<file path="config.mk">
export PLATFORM = sky130hd
export DESIGN_NAME = onewire_transceiver
export DESIGN_NICKNAME = d
export VERILOG_FILES = /design/src/rtl/onewire_transceiver.sv
export SDC_FILE = /design/constraint.sdc
export NUM_CORES = 1
export LEC_CHECK = 0
export CELL_PAD_IN_SITES_DETAIL_PLACEMENT = 1
export CELL_PAD_IN_SITES_GLOBAL_PLACEMENT = 2
export CORE_AREA = 10 10 82 99
export DETAILED_ROUTE_END_ITERATION = 7
export DIE_AREA = 0 0 92 109
export PLACE_DENSITY = 0.84
export SYNTH_ARGS = -nofsm -noshare
export SYNTH_HDL_FRONTEND = slang
export SYNTH_SLANG_ARGS = --single-unit
</file>
<file path="constraint.sdc">
create_clock -name clock -period 6.4 [get_ports clock]
set_clock_uncertainty 0.1 [all_clocks]
set_input_delay 1.6 -clock clock [delete_from_list [all_inputs] [get_ports clock]]
set_output_delay 1.6 -clock clock [all_outputs]
set_load 0.01 [all_outputs]
</file>
<file path="src/rtl/onewire_transceiver.sv">
// 1-Wire bus master byte engine: bus reset/presence, write byte and read byte, LSB first.
// Open-drain style: the engine only ever enables a pull-down, the pad does the rest.
`timescale 1ns/1ps
module onewire_transceiver #(
    parameter int unsigned T_RSTL   = 48000,
    parameter int unsigned T_PDS    = 7000,
    parameter int unsigned T_RSTH   = 48000,
    parameter int unsigned T_LOW1   = 600,
    parameter int unsigned T_LOW0   = 6000,
    parameter int unsigned T_SAMPLE = 1500,
    parameter int unsigned T_SLOT   = 7000,
    parameter int unsigned T_REC    = 200,
    parameter int unsigned CNT_W    = 17
) (
    input  logic       clock,
    input  logic       reset,
    input  logic       start,
    input  logic [1:0] cmd,
    input  logic [7:0] tx_byte,
    output logic [7:0] rx_byte,
    output logic       presence,
    output logic       busy,
    output logic       done,
    output logic       bus_drive_low,
    input  logic       bus_in
);
    typedef enum logic [2:0] {
        StIdle, StRstLow, StRstHigh, StSlotLow, StSlotHigh, StFinish
    } state_e;

    localparam logic [1:0] CmdReset = 2'b01;
    localparam logic [1:0] CmdWrite = 2'b10;
    localparam logic [1:0] CmdRead  = 2'b11;

    localparam logic [CNT_W-1:0] RstlEnd   = CNT_W'(T_RSTL - 1);
    localparam logic [CNT_W-1:0] PdsPoint  = CNT_W'(T_PDS);
    localparam logic [CNT_W-1:0] RsthEnd   = CNT_W'(T_RSTH - 1);
    localparam logic [CNT_W-1:0] Low1End   = CNT_W'(T_LOW1 - 1);
    localparam logic [CNT_W-1:0] Low0End   = CNT_W'(T_LOW0 - 1);
    localparam logic [CNT_W-1:0] SamplePt  = CNT_W'(T_SAMPLE);
    localparam logic [CNT_W-1:0] SlotEnd   = CNT_W'(T_SLOT + T_REC - 1);

    state_e           state_q, state_d;
    logic [CNT_W-1:0] timer_q, timer_d;
    logic [2:0]       bit_cnt_q, bit_cnt_d;
    logic [7:0]       shreg_q, shreg_d;
    logic [1:0]       cmd_q, cmd_d;
    logic [7:0]       rx_q, rx_d;
    logic             pres_q, pres_d;
    logic             pres_tmp_q, pres_tmp_d;
    logic             drive_low_q, drive_low_d;
    logic [1:0]       sync_q;
    logic             bus_s;
    logic [CNT_W-1:0] low_end;

    assign bus_s         = sync_q[1];
    assign rx_byte       = rx_q;
    assign presence      = pres_q;
    assign bus_drive_low = drive_low_q;
    // Only a write of a 0 bit stretches the low phase; read slots use the short pulse.
    assign low_end       = (cmd_q == CmdWrite && !shreg_q[0]) ? Low0End : Low1End;

    always_comb begin
        state_d    = state_q;
        timer_d    = timer_q + CNT_W'(1);
        bit_cnt_d  = bit_cnt_q;
        shreg_d    = shreg_q;
        cmd_d      = cmd_q;
        rx_d       = rx_q;
        pres_d     = pres_q;
        pres_tmp_d = pres_tmp_q;
        busy       = 1'b1;
        done       = 1'b0;
        unique case (state_q)
            StIdle: begin
                busy    = 1'b0;
                timer_d = '0;
                if (start && cmd != 2'b00) begin
                    cmd_d     = cmd;
                    shreg_d   = tx_byte;
                    bit_cnt_d = 3'd0;
                    state_d   = (cmd == CmdReset) ? StRstLow : StSlotLow;
                end
            end
            StRstLow: begin
                if (timer_q == RstlEnd) begin
                    state_d = StRstHigh;
                    timer_d = '0;
                end
            end
            StRstHigh: begin
                if (timer_q == PdsPoint) pres_tmp_d = ~bus_s;
                if (timer_q == RsthEnd) begin
                    pres_d  = pres_tmp_q;
                    state_d = StFinish;
                    timer_d = '0;
                end
            end
            StSlotLow: begin
                // Timer keeps running into the high phase: slot timing is from slot start.
                if (timer_q == low_end) state_d = StSlotHigh;
            end
            StSlotHigh: begin
                if (cmd_q == CmdRead && timer_q == SamplePt) shreg_d = {bus_s, shreg_q[7:1]};
                if (timer_q == SlotEnd) begin
                    timer_d = '0;
                    if (bit_cnt_q == 3'd7) begin
                        if (cmd_q == CmdRead) rx_d = shreg_q;
                        state_d = StFinish;
                    end else begin
                        bit_cnt_d = bit_cnt_q + 3'd1;
                        if (cmd_q == CmdWrite) shreg_d = {1'b0, shreg_q[7:1]};
                        state_d = StSlotLow;
                    end
                end
            end
            StFinish: begin
                done    = 1'b1;
                timer_d = '0;
                state_d = StIdle;
            end
            default: begin
                timer_d = '0;
                state_d = StIdle;
            end
        endcase
        drive_low_d = (state_d == StRstLow) || (state_d == StSlotLow);
    end

    always_ff @(posedge clock or negedge reset) begin
        if (!reset) begin
            state_q     <= StIdle;
            timer_q     <= '0;
            bit_cnt_q   <= 3'd0;
            shreg_q     <= 8'h00;
            cmd_q       <= 2'b00;
            rx_q        <= 8'h00;
            pres_q      <= 1'b0;
            pres_tmp_q  <= 1'b0;
            drive_low_q <= 1'b0;
            sync_q      <= 2'b11;
        end else begin
            state_q     <= state_d;
            timer_q     <= timer_d;
            bit_cnt_q   <= bit_cnt_d;
            shreg_q     <= shreg_d;
            cmd_q       <= cmd_d;
            rx_q        <= rx_d;
            pres_q      <= pres_d;
            pres_tmp_q  <= pres_tmp_d;
            drive_low_q <= drive_low_d;
            sync_q      <= {sync_q[0], bus_in};
        end
    end

endmodule

</file>
==> impl_metrics.yaml <==
die:
  num_io_pins: 26
  row_count: 32
  die_h_um: 109
  dieArea_mm2: 0.0100
  core_mm2: 0.00625
  initial_core_util: 0.377
  dieWidth_um: 92
routing:
  first_iter_violations: 57
  drc_errors: 0
  wl_mm: 5.60
  first_pass_iters: 4
  final_antenna_net_count: 0
  wl_per_cell_um: 16.8
  routed_via_density: 5.39
  vias: 1799
timing:
  hold_viol_final: 0
  fin_crit_ps: 3710
  relSlewSlack: 0.319
  slew_violations: 0
  tightest_slew_ps: 1020
  rsz0062_at_grt: "no"
  fin_ws_ps: 2690
  finalCritPeriodShare: 0.580
  setup-violations-final: 0
  clock.fmax_mhz: 269
  fin_setup_tns_ps: 0
place:
  gp_congestion: 0.793
  preCtsSetupSlack_ps: 2970
  hpwl_mm: 4.19
  port-buffer-count: 25
clock_network:
  post_cts_buffers: 0
  clk_latency_ps: 300
  root_buffer: "clkbuf_8"
  clk_path_buf_depth: 2
  path_clk_slew_ps: 90
  cts_tree: "yes"
  h-tree-depth: 2
  clock_sinks: 46
  cts_resized: 0
  cts_hold_buffers: 0
  tritoncts.num_buffers: 5
finish:
  final_cell_mix: "44 x dfrtp_1, 26 x nor2_1, 24 x clkdlybuf4s50_1, 14 x nand3_1, 12 x inv_1"
  fin_nets: 266
  fin_util: 0.444
  layout-drive-gt1-share: 0.116
  nFillCells: 728
  antennaDiodeCount: 0
  final_common_cell: "dfrtp_1"
  area_delta_synth_final_pct: 17.8
global_routing:
  use_met1: 0.145
  grt_usage: 0.121
  use_met2: 0.207
  grt-busiest-layer: "met2"
  grt_pass1_wl_mm: 9.89
  grt_pass1_vias: 1875
  grt_max_degree: 47
  met3_usage: 0.0309
  grt_remaining_overflow: 0
  antenna_found_initial: 0
synthesis:
  ys.warnings.count: 0
  syn-mean-instance-area_um2: 10.4
  synth_flop_cell: "dfrtp_1"
  yosysUniqueCellTypes: 52
  synthCells: 226
  ys_seq_area_frac: 0.490
  ys_seq_elements: 46
  synth_edf_count: 0
  synth-async-reset-ratio: 1.00
  syn_area_mm2: 0.00235
  syn_nets: 244
flow_run:
  cap_violations: 0
min_path:
  hp-class: "reg -> reg"
setup_path:
  crit_arrival_ps: 2010
  critPathCaptureType: "output pin"
  crit_type: "reg -> out"
  cp_max_fo: 8
  required_ps: 4700
  start_kind: "register"
pwr:
  p_per_area_mw_per_mm2: 189
  p_leak_nw: 1.18
  vdd_ir_drop_max_v: 0.000106
status:
  status: "finished clean"
-- report_power, final --
part	total (mW)	internal [mW]	switching (mW)	leakage [nW]
clock network	0.218	0.117	0.102	0.0514
logic	0.0147	0.00704	0.00764	0.551
registers	0.292	0.292	0.000326	0.574
total	0.525	0.415	0.110	1.18
-- stage by stage --
stage                     area, um2  std cells  hold WS, ps  power, mW
after floorplan                2350        226          245      0.299
after global placement         2660        326          247      0.313
after detailed placement       2660        326          248      0.313
after CTS                      2770        334          260      0.533
after global routing           2770        334          267      0.548
final                          2770        334          259      0.525
-- cell type report --
class                   count  area, um2  share of cell area
clock buffers               6       72.6              0.0262
clock inverters             2       37.5              0.0136
inverters                  12       45.0              0.0163
repair buffers             25        245              0.0885
flip-flops and latches     46       1150               0.416
multi-input cells         158       1110               0.401
well taps                  85        106              0.0384
-- cell usage after synthesis (all sizes together) (4+ instances only) --
master,instances,share of area
nand3,14,0.030
nor2,27,0.046
clkbuf,6,0.010
a221o,4,0.017
and3,7,0.019
ha,4,0.021
xnor2,8,0.030
buf,4,0.0085
xor2,7,0.026
dfrtp,44,0.47
inv,12,0.019
nand4,4,0.011
nand2,11,0.018
o211ai,4,0.013
nor4,4,0.013
a21oi,4,0.0085
mux2,8,0.038
nor3,6,0.013
-- kinds of logic after synthesis --
group / count (synthesis) / synth area share
multiplexers: 11 / 0.0511
adder cells (fa/ha/maj): 5 / 0.0255
XOR/XNOR: 15 / 0.0559
AO/OA/AOI/OAI: 34 / 0.121
AND/OR/NAND/NOR: 93 / 0.218
flip-flops: 46 / 0.490
buffers and inverters: 22 / 0.0378
-- registers in the layout, indices dropped and copies added (netlist names), 2 cells and up --
signal and flops:
rx_byte 8, timer_q 17, shreg_q 8, bit_cnt_q 3, sync_q 2, cmd_q 2, state_q 3
-- worst max-delay path, cell delays in order, from the launching register on --
cell	delay [ps]
dfrtp_1	460
nor3_1	660
inv_1	80
clkdlybuf4s50_1	500
-- worst paths after layout --
kind	from	to	slack [ps]	depth (start not counted)
worst max-delay path	state_q[0]$_DFF_PN0_	busy	2690	3
worst min-delay path	sync_q[0]$_DFF_PN1_	sync_q[1]$_DFF_PN1_	260	0
worst max register to register	timer_q[13]$_DFF_PN0_	rx_byte[6]$_DFFE_PN0P_	3920	5
worst min register to register	sync_q[0]$_DFF_PN1_	sync_q[1]$_DFF_PN1_	260	0
max in group asynchronous	reset	timer_q[3]$_DFF_PN0_	4200	1
min in group asynchronous	reset	rx_byte[3]$_DFFE_PN0P_	1350	1
-- layer usage --
metal  routed length (um)  vias up  share of wire
li1                     -      862              -
met1                 2480      898           0.44
met2                 2840       33           0.51
met3                  214        6          0.038
met4                   74        0          0.013
met5                    0        -              0
Power figures use the tool's default switching activity.
